[config.mk]
export PLATFORM = sky130hd
export DESIGN_NAME = mem_load_ext
export DESIGN_NICKNAME = d
export VERILOG_FILES = /design/src/rtl/mem_load_ext.sv
export SDC_FILE = /design/constraint.sdc
export NUM_CORES = 1
export LEC_CHECK = 0
export ABC_AREA = 1
export CAP_MARGIN = 0
export CELL_PAD_IN_SITES_DETAIL_PLACEMENT = 0
export CELL_PAD_IN_SITES_GLOBAL_PLACEMENT = 1
export CORE_MARGIN = 2
export CORE_UTILIZATION = 43
export DETAILED_ROUTE_END_ITERATION = 8
export PLACE_DENSITY = 0.93
export SYNTH_ARGS = -nofsm -noshare
export SYNTH_HDL_FRONTEND = slang
export SYNTH_SLANG_ARGS = --single-unit
[constraint.sdc]
create_clock -name clk -period 6.9 [get_ports clk]
set_clock_uncertainty 0.1 [all_clocks]
set_input_delay 1.035 -clock clk [delete_from_list [all_inputs] [get_ports clk]]
set_output_delay 1.035 -clock clk [all_outputs]
set_load 0.005 [all_outputs]
[src/rtl/mem_load_ext.sv]
// -----------------------------------------------------------------------------
// mem_load_ext
//
// Load-data extension and merge unit sitting between the MEM stage and
// writeback. Load descriptors (type, byte offset, old rt) are queued in a
// 2-entry in-order FIFO. When the memory returns the word for the oldest
// outstanding load, the head descriptor is popped and the raw little-endian
// word is byte/half selected and extended (LB/LBU/LH/LHU), passed through
// (LW) or merged with the old rt value (LWL/LWR). The result lands in a
// single output register one cycle after the beat.
//
// A flush cancels every outstanding load. Memory beats for those loads are
// still coming back, so they are counted in discard_cnt and swallowed as
// they arrive. Outstanding plus discarded loads never exceed two.
//
// Ports
//   clk           in   1   rising-edge clock
//   resetn        in   1   asynchronous active-low reset
//   req_valid     in   1   MEM stage presents a load descriptor
//   req_ready     out  1   descriptor accepted when req_valid && req_ready
//   req_loadtype  in   3   0 LB, 1 LBU, 2 LH, 3 LHU, 4 LW, 5 LWL, 6 LWR
//   req_addr_lo   in   2   byte offset (address bits [1:0])
//   req_rt_old    in   32  old rt value, merged by LWL/LWR
//   rdata_valid   in   1   memory presents the word for the oldest load
//   rdata_ready   out  1   beat accepted when rdata_valid && rdata_ready
//   rdata         in   32  raw little-endian memory word
//   flush         in   1   cancel all outstanding loads
//   wb_valid      out  1   wb_data holds a completed load result
//   wb_ready      in   1   writeback consumes the result
//   wb_data       out  32  extended/merged load result
// -----------------------------------------------------------------------------
module mem_load_ext (
  input  logic        clk,
  input  logic        resetn,
  input  logic        req_valid,
  output logic        req_ready,
  input  logic [2:0]  req_loadtype,
  input  logic [1:0]  req_addr_lo,
  input  logic [31:0] req_rt_old,
  input  logic        rdata_valid,
  output logic        rdata_ready,
  input  logic [31:0] rdata,
  input  logic        flush,
  output logic        wb_valid,
  input  logic        wb_ready,
  output logic [31:0] wb_data
);

  typedef enum logic [2:0] {
    LT_LB   = 3'd0,
    LT_LBU  = 3'd1,
    LT_LH   = 3'd2,
    LT_LHU  = 3'd3,
    LT_LW   = 3'd4,
    LT_LWL  = 3'd5,
    LT_LWR  = 3'd6,
    LT_RSVD = 3'd7
  } load_type_e;

  typedef struct packed {
    load_type_e  load_type;
    logic [1:0]  addr_lo;
    logic [31:0] rt_old;
  } desc_t;

  // ---------------------------------------------------------------------------
  // State
  // ---------------------------------------------------------------------------
  desc_t       fifo_mem [2];
  logic        rd_ptr;
  logic        wr_ptr;
  logic [1:0]  count;        // outstanding (live) loads in the FIFO
  logic [1:0]  discard_cnt;  // beats still owed for flushed loads

  // ---------------------------------------------------------------------------
  // Handshakes
  // ---------------------------------------------------------------------------
  logic [2:0]  occupancy;
  logic [2:0]  flush_discard;
  logic        beat_accept;
  logic        beat_drop;
  logic        pop;
  logic        push;
  desc_t       head;
  desc_t       desc_in;

  assign occupancy = {1'b0, count} + {1'b0, discard_cnt};

  // Live and discarded loads share the same two memory slots.
  assign req_ready = !flush && (occupancy < 3'd2);

  // A discarded beat never needs the output register, so it is always taken.
  // A live beat needs room in the output register this cycle.
  assign rdata_ready = (discard_cnt != 2'd0) ||
                       ((count != 2'd0) && (!wb_valid || wb_ready));

  assign beat_accept = rdata_valid && rdata_ready;
  assign beat_drop   = beat_accept && (discard_cnt != 2'd0);
  assign pop         = beat_accept && (discard_cnt == 2'd0);
  assign push        = req_valid && req_ready;

  assign head    = fifo_mem[rd_ptr];
  assign desc_in = '{load_type: load_type_e'(req_loadtype),
                     addr_lo:   req_addr_lo,
                     rt_old:    req_rt_old};

  // On flush every live load becomes a discard, minus the one whose beat (if
  // any) is being swallowed right now. The invariant occupancy <= 2 keeps
  // the result within two bits.
  assign flush_discard = occupancy - {2'b00, beat_accept};

  // ---------------------------------------------------------------------------
  // Result formation for the head descriptor
  // ---------------------------------------------------------------------------
  logic [7:0]  byte_sel;
  logic [15:0] half_sel;
  logic [31:0] result;

  // NOTE: every variable driven here gets a default up front so that no path
  // through the case statements leaves it unassigned and infers a latch.
  always_comb begin
    byte_sel = rdata[{head.addr_lo, 3'b000} +: 8];
    half_sel = head.addr_lo[1] ? rdata[31:16] : rdata[15:0];
    result   = 32'h0;
    unique case (head.load_type)
      LT_LB:   result = {{24{byte_sel[7]}}, byte_sel};
      LT_LBU:  result = {24'h0, byte_sel};
      LT_LH:   result = {{16{half_sel[15]}}, half_sel};
      LT_LHU:  result = {16'h0, half_sel};
      LT_LW:   result = rdata;
      // LWL fills the high-order bytes of rt from the low-order memory bytes.
      LT_LWL: begin
        unique case (head.addr_lo)
          2'd0: result = {rdata[7:0],  head.rt_old[23:0]};
          2'd1: result = {rdata[15:0], head.rt_old[15:0]};
          2'd2: result = {rdata[23:0], head.rt_old[7:0]};
          2'd3: result = rdata;
        endcase
      end
      // LWR fills the low-order bytes of rt from the high-order memory bytes.
      LT_LWR: begin
        unique case (head.addr_lo)
          2'd0: result = rdata;
          2'd1: result = {head.rt_old[31:24], rdata[31:8]};
          2'd2: result = {head.rt_old[31:16], rdata[31:16]};
          2'd3: result = {head.rt_old[31:8],  rdata[31:24]};
        endcase
      end
      LT_RSVD: result = 32'h0;
    endcase
  end

  // ---------------------------------------------------------------------------
  // Descriptor storage
  // ---------------------------------------------------------------------------
  // NOTE: the payload array has no reset. An entry is only read while count
  // says it is live, and count itself is reset, so stale contents are never
  // observed.
  always_ff @(posedge clk) begin
    if (push) begin
      fifo_mem[wr_ptr] <= desc_in;
    end
  end

  // ---------------------------------------------------------------------------
  // Control and output register
  // ---------------------------------------------------------------------------
  // NOTE: all state here uses non-blocking assignment so every register sees
  // the pre-edge values of the others, independent of statement order.
  always_ff @(posedge clk or negedge resetn) begin
    if (!resetn) begin
      count       <= 2'd0;
      discard_cnt <= 2'd0;
      rd_ptr      <= 1'b0;
      wr_ptr      <= 1'b0;
      wb_valid    <= 1'b0;
      wb_data     <= 32'h0;
    end else if (flush) begin
      // req_ready is low during flush, so no push can coincide with this.
      count       <= 2'd0;
      rd_ptr      <= 1'b0;
      wr_ptr      <= 1'b0;
      wb_valid    <= 1'b0;
      discard_cnt <= flush_discard[1:0];
    end else begin
      if (beat_drop) begin
        discard_cnt <= discard_cnt - 2'd1;
      end

      if (push) begin
        wr_ptr <= ~wr_ptr;
      end
      if (pop) begin
        rd_ptr <= ~rd_ptr;
      end

      unique case ({push, pop})
        2'b10:   count <= count + 2'd1;
        2'b01:   count <= count - 2'd1;
        default: count <= count;
      endcase

      // A pop only happens when the register is empty or being consumed, so
      // a refill overrides the consume and wb_valid stays high.
      if (pop) begin
        wb_valid <= 1'b1;
        wb_data  <= result;
      end else if (wb_ready) begin
        wb_valid <= 1'b0;
      end
    end
  end

endmodule
==> results of run 1 <==
## kinds of logic after synthesis
group,Yosys count,share of synthesized area
AOI/OAI and AO/OA,63,0.0481
buffers and inverters,93,0.0674
and+or+nand+nor,616,0.399
xor gates and xnor gates,2,0.00260
adders and majority gates,4,0.00854
DFF,113,0.475
## synthesized netlist by cell type (2+ instances only)
| master | instances |
|---|---|
| or2_1 | 3 |
| xnor2_1 | 2 |
| dfrtp_1 | 39 |
| inv_2 | 2 |
| nand2_2 | 13 |
| buf_6 | 5 |
| a21oi_1 | 19 |
| nand3_2 | 3 |
| o21ai_1 | 13 |
| nor2_2 | 6 |
| or2_2 | 9 |
| nand2_1 | 275 |
| ha_1 | 3 |
| edfxtp_1 | 74 |
| nand2_8 | 2 |
| nand3_1 | 110 |
| o21ai_0 | 28 |
| buf_4 | 7 |
| inv_1 | 52 |
| nor2_4 | 4 |
| clkbuf_1 | 5 |
| buf_2 | 20 |
| nor2_1 | 181 |
| nand2_4 | 6 |
## worst min path at each step
stage | endpoint | slack [ns]
floorplan | wb_data[15] | 0.41
global placement | wb_data[2] | 0.39
detailed placement | wb_data[26] | 0.40
CTS | wb_data[26] | 0.41
global route | wb_data[6] | 0.44
finish | wb_data[6] | 0.40
## sequential cells by signal, indices dropped and copies added (netlist names)
register     cells
count            2
discard_cnt      2
fifo_mem        74
rd_ptr           1
wb_data         32
wb_valid         1
wr_ptr           1
## layout make-up
| class | count | area, sq um | area share |
|---|---|---|---|
| Timing Repair Buffer | 112 | 1110 | 0.131 |
| Clock buffer | 22 | 464 | 0.0547 |
| Clock inverter | 10 | 136 | 0.0161 |
| Inverter | 55 | 211 | 0.0249 |
| Tap cell | 211 | 264 | 0.0311 |
| Multi-Input combinational cell | 685 | 3100 | 0.366 |
| Sequential cell | 113 | 3200 | 0.377 |
## power breakdown
part | internal [mW] | switching, mW
clock | 0.584 | 0.300
sequential | 0.914 | 0.0832
combinational | 0.548 | 0.844
## worst register-to-register path, cell delays in order (launching register included)
cell     delay (ns)
dfrtp_1        0.32
buf_4          0.39
inv_6          0.25
nand2_1        0.15
nand2_2        0.45
nor2_2         1.08
nand2_1        0.12
nand3_1        0.13
nand3_1        0.14
nor2_1         0.14
nor2_1         0.05
## metal layers
| metal | part of all wire | vias up | track usage |
|---|---|---|---|
| met5 | 0 | - | 0 |
| met4 | 0.019 | 0 | 0.0742 |
| met3 | 0.090 | 29 | 0.0500 |
| met2 | 0.43 | 304 | 0.350 |
| met1 | 0.46 | 2845 | 0.357 |
| li1 | - | 3053 | - |
## per-stage QoR
| stage | hold WS, ns | instance area [sq um] |
|---|---|---|
| 6_report | 0.403 | 8480 |
| 5_1_grt | 0.440 | 8480 |
| 4_1_cts | 0.411 | 8480 |
| 3_5_place_dp | 0.399 | 7880 |
| 3_3_place_gp | 0.389 | 7880 |
| 2_1_floorplan | 0.405 | 6740 |
==> results.tsv, run 1 <==
metric	value	unit
cts bufs inserted	17	
crit-path leading delay family	buffers and inverters	
Maximum Capacitance Violations	0	
Synth top area share	0.330	
Avg Cell Area, Syn	7.56	sq um
Post-synth ARST share	0.345	
Die Area	16700	sq um
Worst Tran Pin Value	1.12	ns
DRT Wirelength	19200	um
Clock Latency Late Sink	0.42	ns
fin crit period	3.64	ns
Worst setup SP type	primary input	
critical path arrival	2.51	ns
Critical Path End	req_ready	
count of different cell masters after synthesis	34	
critical path's largest stage delay	0.57	ns
kind of critical path	primary input to output port	
post-synth top area cell	edfxtp_1	
DRC violations left	0	
Pins Over Slew Limit	0	
hold crit path type	flip-flop to flip-flop	
WL/cell	15.9	um
commonest non-fill, non-tap cell in the layout	nand2_1	
first-pass GRT wire length	30200	um
Clock Sink Count	113	
number of flops mapped to enable cells by yosys	74	
Max-slew headroom	0.251	
Via density	5.16	
reg2reg setup slack	3.47	ns
clock tree buffer depth	2	
Die Y	129	um
synthesis-to-layout area growth	25.9	%
CTS tree	built	
Util after Layout	0.556	
commonest cells after routing, fill and taps aside	nand2_1 (275), nor2_1 (179), nand3_1 (110)	
Setup crit end kind	output port	
largest net degree at the start of global routing	45	
main area contributors after synthesis	edfxtp_1 (33%), nand2_1 (15%), dfrtp_1 (14%), nor2_1 (10%), nand3_1 (8.2%)	
I/O Buffers	109	
Resize count post-CTS	0	
Initial Util	0.442	
Yosys warning total	0	
drt first pass iters	5	
GRT Total Usage	0.239	
Critical Path Fanout Max	6	
via count	6231	
layout net count	1063	
CTS Hold Buffers Added	0	
cell mode on critical path	clkdlybuf4s50_1	
Achievable Freq	274	MHz
status	finished, final reports clean	
ys flop type	edfxtp_1	
cell depth of the worst flop-to-flop path	10	
worst ir drop on vdd	281	uV
R2R Path Start	rd_ptr	
Worst-path clk slew	0.05	ns
Slowest-stage cell, CP	clkdlybuf4s50_1	
Crit. Startpoint	flush	
Pleak	3.65	nW
Post-Synthesis Cells	891	
root buf cell	clkbuf_16	
Yosys reg bits	113	
GR Overflow Total	0	
r2r endpoint	wb_data[16]	
io pins	110	
global placer's final weighted congestion	0.910	
Post-DRT Antenna Nets	0	
sequential area share after synthesis	0.475	
Worst path depth	3	
core area	15300	sq um
setup total negative slack	0	ns
Hold Crit Depth	2	
row cnt	45	
final critical-path share of the clock period	0.528	
Buffers & Inverters on Critical Path	2	
vias in the first global route	5618	
post-synth net total	970	
CP required	5.76	ns
RSZ-0062 raised after global routing	no	
cell area after synthesis	6740	sq um
fraction of layout cells with a size suffix above 1	0.0832	
Post-CTS Setup Bufs	0	
Final setup viols	0	
worst setup margin	3.26	ns
# fillers	1426	
Antenna diodes	0	
number of placed instances, taps included	1176	
chip width	129	um
hold wc startpoint	wb_data[6]	
cell area power density	386	nW/um^2
Power, Total	3.27	mW
pre-CTS setup slack	3.27	ns
initial antenna violation count	0	
CTS H-Tree Depth	4	
Non-Filler Instances	1208	
Hold Fails Final Rpt	0	
number of DRC markers in iteration 0	624	
crit-path cells	clkdlybuf4s50_1, nor3_1, clkdlybuf4s50_1	
Post-DP HPWL	13200	um
Power figures use the tool's default switching activity.
==> inputs of run 2 (changes only) <==
CORE_UTILIZATION = 36   (was 43)
PLACE_DENSITY = 0.84   (was 0.93)
clock period = 2.98 ns   (was 6.9 ns; I/O delays follow)
==> run 2 against run 1 <==
Against the previous run: die area up 19%; setup slack worse by 3.1 ns; flip-flop and latch count unchanged; count of clock-buffer cells in the layout unchanged; total power up 130%; critical endpoint unchanged; global-route usage down 2.3 points; non-clock buffer count up 17; largest cell class unchanged; sequential share of layout area down 0.70 points; worst hold slack worse by 0.32 ns; design area up 1.9%; routed wire length up 8.3%; sequential power up 130%.
==> results.tsv, run 2 (synthesis results as in run 1) <==
metric	value	unit	change
io pins	110		unchanged
Power, Total	7.67	mW	+130%
Pins Over Slew Limit	0		unchanged
Worst Tran Pin Value	0.962	ns	-0.160 ns
Setup crit end kind	output port		
commonest cells after routing, fill and taps aside	nand2_1 (275), nor2_1 (179), nand3_1 (110)		
vias in the first global route	5721		+1.8%
CTS H-Tree Depth	4		unchanged
global placer's final weighted congestion	0.956		+5.0%
Clock Sink Count	113		unchanged
Via density	4.98		-3.4%
worst setup margin	0.117	ns	-3.14 ns
design area	8650	sq um	+1.9%
I/O Buffers	109		unchanged
via count	6220		-0.18%
Slowest-stage cell, CP	clkdlybuf4s50_1		
chip width	141	um	+9.0%
synthesis-to-layout area growth	28.3	%	
layout net count	1080		+1.6%
Final setup viols	0		unchanged
clock tree buffer depth	2		unchanged
Hold Fails Final Rpt	0		unchanged
Antenna diodes	0		unchanged
Achievable Freq	349	MHz	
RSZ-0062 raised after global routing	no		
Maximum Capacitance Violations	0		unchanged
initial antenna violation count	0		unchanged
largest net degree at the start of global routing	40		-11%
CTS tree	built		
met2 WL	9030	um	+8.9%
Max-slew headroom	0.359		+0.108
kind of critical path	flip-flop to output port		
root buf cell	clkbuf_16		
uppermost routed layer	met4		
Post-DP HPWL	15300	um	+16%
critical path's largest stage delay	0.54	ns	-0.03 ns
crit-path cells	ha_1, fa_1, nor3_2, clkdlybuf4s50_1		
Regs by FF count	fifo_mem: 74 flops, wb_data: 32 flops		
DRT Wirelength	20800	um	+8.3%
cell area power density	887	nW/um^2	+130%
status	finished, final reports clean		
Die Area	19800	sq um	+19%
worst ir drop on vdd	452	uV	+61%
GRT Total Usage	0.217		-0.0228
Pleak	3.72	nW	+2.1%
Critical Path Fanout Max	5		-1
critical path arrival	2.32	ns	-0.19 ns
DRC violations left	0		unchanged
Die Y	141	um	+9.0%
drt first pass iters	5		unchanged
final critical-path share of the clock period	0.961		
first-pass GRT wire length	32500	um	+7.8%
fin crit period	2.86	ns	
Metal-1 WL	9680	um	+9.7%
Util after Layout	0.467		-0.0892
CTS Hold Buffers Added	0		unchanged
CP required	2.43	ns	-3.33 ns
Resize count post-CTS	0		unchanged
Largest Register	fifo_mem		
hold crit path type	primary input to async pin		
pre-CTS setup slack	0.369	ns	-2.90 ns
Clock Latency Late Sink	0.42	ns	about the same
Post-CTS Setup Bufs	0		unchanged
met3 WL	1740	um	+0.23%
number of DRC markers in iteration 0	519		-17%
Worst-path clk slew	0.05	ns	about the same
Worst setup SP type	flip-flop		
fraction of layout cells with a size suffix above 1	0.101		+0.0173
max FFs per register	74		unchanged
cts bufs inserted	17		unchanged
GR Overflow Total	0		unchanged
# fillers	1836		+29%
core area	18500	sq um	+21%
WL/cell	16.7	um	+4.9%
commonest non-fill, non-tap cell in the layout	nand2_1		
Area after DPL	8070	sq um	+2.3%
Initial Util	0.364		-0.0777
Post-DRT Antenna Nets	0		unchanged
row cnt	50		+11%
-- run 2: changes by cell type in the layout (fill, tap and decap cells not counted), sizes merged --
cell      previous run  this run
buf                  4        21
bufinv               3         2
clkinvlp             2         3
-- run 2: layer usage --
metal  track usage  vias to the layer above
li1              -                     3092
met5             0                        -
met1         0.315                     2843
met4        0.0795                        0
met2         0.317                      261
met3        0.0472                       24
-- run 2: worst paths after layout --
| check | slack, ns | end | depth (start not counted) | from |
|---|---|---|---|---|
| setup / recovery | 0.12 | req_ready | 4 | count[0] |
| hold / removal | 0.09 | discard_cnt[1] | 1 | resetn |
| setup reg to reg | 0.59 | fifo_mem[1][18] | 6 | count[0] |
| hold reg to reg | 0.41 | wb_data[31] | 2 | wb_data[31] |
| max in group asynchronous | 2.09 | wb_data[20] | 1 | resetn |
| min in group clk | 0.41 | wb_data[31] | 2 | wb_data[31] |
-- run 2: metrics by stage --
stage	hold WS [ns]	cells	TNS, ns
after global routing	0.164	1248	0
after detailed placement	0.401	1216	0
final	0.0850	1248	0
after CTS	0.117	1248	0
after floorplan	0.0514	891	-5.77
after global placement	0.392	1216	0
-- run 2: worst max-delay path, delay by kind of cell, from the launching register on --
family	cells	cell delay (ns)
and+or+nand+nor	1	0.23
buffers and inverters	1	0.54
DFF	1	0.42
adders and majority gates	2	0.71
-- run 2: cell type report --
cell class,instances,area [sq um],share of cell area
sequential,113,3200,0.370
multi-input combinational,685,3110,0.359
timing repair buffer,129,1260,0.146
clock buffer,22,464,0.0537
tap,234,293,0.0339
inverter,55,211,0.0245
clock inverter,10,111,0.0129
-- run 2: power breakdown --
part	total, mW	switching [mW]	internal [mW]
combinational	3.36	2.00	1.36
clock	2.00	0.731	1.27
sequential	2.31	0.200	2.11
==> inputs of run 3 (changes only) <==
--- a/constraint.sdc
+++ b/constraint.sdc
@@ -4,2 +4,2 @@
 set_output_delay 0.447 -clock clk [all_outputs]
-set_load 0.005 [all_outputs]
+set_load 0.01 [all_outputs]
==> run 3 against run 2 <==
Against the previous run: sequential power barely moved; critical path depth did not move; clock power barely moved; core utilization rose by 0.061 points; worst hold slack got worse by 0.028 ns; via count fell by 1.7%; first-iteration DRC count fell by 3.1%; register-to-register slack improved by 0.03 ns; setup slack got worse by 0.0014 ns; largest cell class unchanged; largest power group unchanged.
==> results.tsv, run 3 (synthesis results as in run 1) <==
metric	value	unit	change
Clock Latency Late Sink	0.43	ns	about the same
Pins Over Slew Limit	0		unchanged
Clock Sink Count	113		unchanged
DRT Wirelength	20400	um	-1.9%
design area	8660	sq um	+0.13%
Max-slew headroom	0.390		+0.0309
kind of critical path	flip-flop to output port		
Worst Tran Pin Value	0.915	ns	-0.0463 ns
Worst setup SP type	flip-flop		
Setup crit end kind	output port		
Regs by FF count	fifo_mem: 74 flops, wb_data: 32 flops		
Critical Path End	req_ready		
vias in the first global route	5759		+0.66%
Worst-path clk slew	0.06	ns	about the same
Hold Fails Final Rpt	0		unchanged
WL/cell	16.4	um	-1.9%
critical path arrival	2.32	ns	about the same
cell area power density	899	nW/um^2	+1.3%
worst ir drop on vdd	400	uV	-12%
io pins	110		unchanged
initial antenna violation count	0		unchanged
r2r endpoint	fifo_mem[1][18]		
Via density	4.90		-1.7%
GR Overflow Total	0		unchanged
worst setup margin	0.115	ns	-0.00141 ns
core area	18500	sq um	unchanged
Maximum Capacitance Violations	0		unchanged
CTS tree	built		
Die Area	19800	sq um	unchanged
Largest Register	fifo_mem		
reg2reg setup slack	0.62	ns	+0.03 ns
root buf cell	clkbuf_16		
final critical-path share of the clock period	0.961		about the same
crit-path cells	ha_1, fa_1, nor3_2, clkdlybuf4s50_1		
cell depth of the worst flop-to-flop path	6		unchanged
Die Y	141	um	unchanged
row cnt	50		unchanged
Slowest-stage cell, CP	clkdlybuf4s50_1		
hold crit path type	primary input to async pin		
Critical Path Fanout Max	5		unchanged
Crit. Startpoint	count[0]		
synthesis-to-layout area growth	28.5	%	
global placer's final weighted congestion	0.910		-4.8%
Post-DP HPWL	15100	um	-1.5%
drt first pass iters	5		unchanged
CTS H-Tree Depth	4		unchanged
GRT Total Usage	0.213		-0.00400
I/O Buffers	109		unchanged
number of DRC markers in iteration 0	503		-3.1%
Initial Util	0.364		unchanged
status	finished, final reports clean		
RSZ-0062 raised after global routing	no		
pre-CTS setup slack	0.290	ns	-0.0795 ns
clock tree buffer depth	2		unchanged
Area after DPL	8070	sq um	unchanged
Util after Layout	0.468		+0.000608
largest net degree at the start of global routing	40		unchanged
critical path's largest stage delay	0.57	ns	+0.03 ns
layout net count	1080		unchanged
# fillers	1835		-0.054%
DRC violations left	0		unchanged
R2R Path Start	count[0]		
commonest non-fill, non-tap cell in the layout	nand2_1		
Power, Total	7.78	mW	+1.4%
max FFs per register	74		unchanged
CP required	2.43	ns	about the same
Achievable Freq	349	MHz	about the same
Final setup viols	0		unchanged
fraction of layout cells with a size suffix above 1	0.103		+0.00197
commonest cells after routing, fill and taps aside	nand2_1 (275), nor2_1 (179), nand3_1 (110)		
first-pass GRT wire length	31900	um	-1.8%
chip width	141	um	unchanged
cts bufs inserted	17		unchanged
fin crit period	2.86	ns	+0.00141 ns
Post-DRT Antenna Nets	0		unchanged
CTS Hold Buffers Added	0		unchanged
Antenna diodes	0		unchanged
via count	6116		-1.7%
Pleak	3.73	nW	about the same
-- run 3: changes by cell type in the layout (fill, tap and decap cells not counted), sizes merged --
cell and delta:
inv +3, clkinv +1, clkbuf -4
-- run 3: final cells by class --
cell class                      count  area (sq um)  area share
Clock inverter                     14           158      0.0182
Multi-Input combinational cell    685          3110       0.359
Timing Repair Buffer              129          1260       0.146
Tap cell                          234           293      0.0338
Clock buffer                       18           429      0.0496
Inverter                           55           211      0.0244
Sequential cell                   113          3200       0.369
-- run 3: metrics by stage --
step	hold WS, ns	std cells	setup TNS [ns]
after floorplan	0.0514	891	-15.43
after CTS	0.0893	1248	0
final	0.0571	1248	0
after global placement	0.393	1216	0
after detailed placement	0.400	1216	0
after global routing	0.139	1248	0
-- run 3: power breakdown --
group / internal [mW] / leakage, nW / switching (mW)
clock network: 1.24 / 0.277 / 0.794
logic: 1.37 / 2.32 / 2.08
registers: 2.11 / 1.13 / 0.187
-- run 3: timing repair --
action / in CTS / in global routing
setup endpoints to repair: 1 / 1
buffers inserted: 0 / 0
pin swaps: 0 / 1
hold endpoints to repair: 0 / 0
resized for setup: 1 / 0
-- run 3: worst min path at each step --
stage	depth (start not counted)	slack, ns	from	end
2_1_floorplan	0	0.05	resetn	count[0]
3_3_place_gp	2	0.39	wb_data[6]	wb_data[6]
3_5_place_dp	2	0.40	wb_data[19]	wb_data[19]
4_1_cts	1	0.09	resetn	discard_cnt[1]
5_1_grt	1	0.14	resetn	discard_cnt[1]
6_report	1	0.06	resetn	discard_cnt[1]
-- run 3: worst max-delay path, delay by kind of cell, from the launching register on --
| kind | cells | cell delay, ns |
|---|---|---|
| adder cells (fa/ha/maj) | 2 | 0.71 |
| buffers and inverters | 1 | 0.57 |
| flip-flops | 1 | 0.42 |
| AND/OR/NAND/NOR | 1 | 0.19 |
-- run 3: per-layer routing --
metal | vias to the layer above | track usage | share of wire
met5 | - | 0 | 0
met4 | 0 | 0.0758 | 0.022
met3 | 20 | 0.0465 | 0.074
met2 | 216 | 0.322 | 0.43
met1 | 2790 | 0.301 | 0.47
li1 | 3090 | - | -
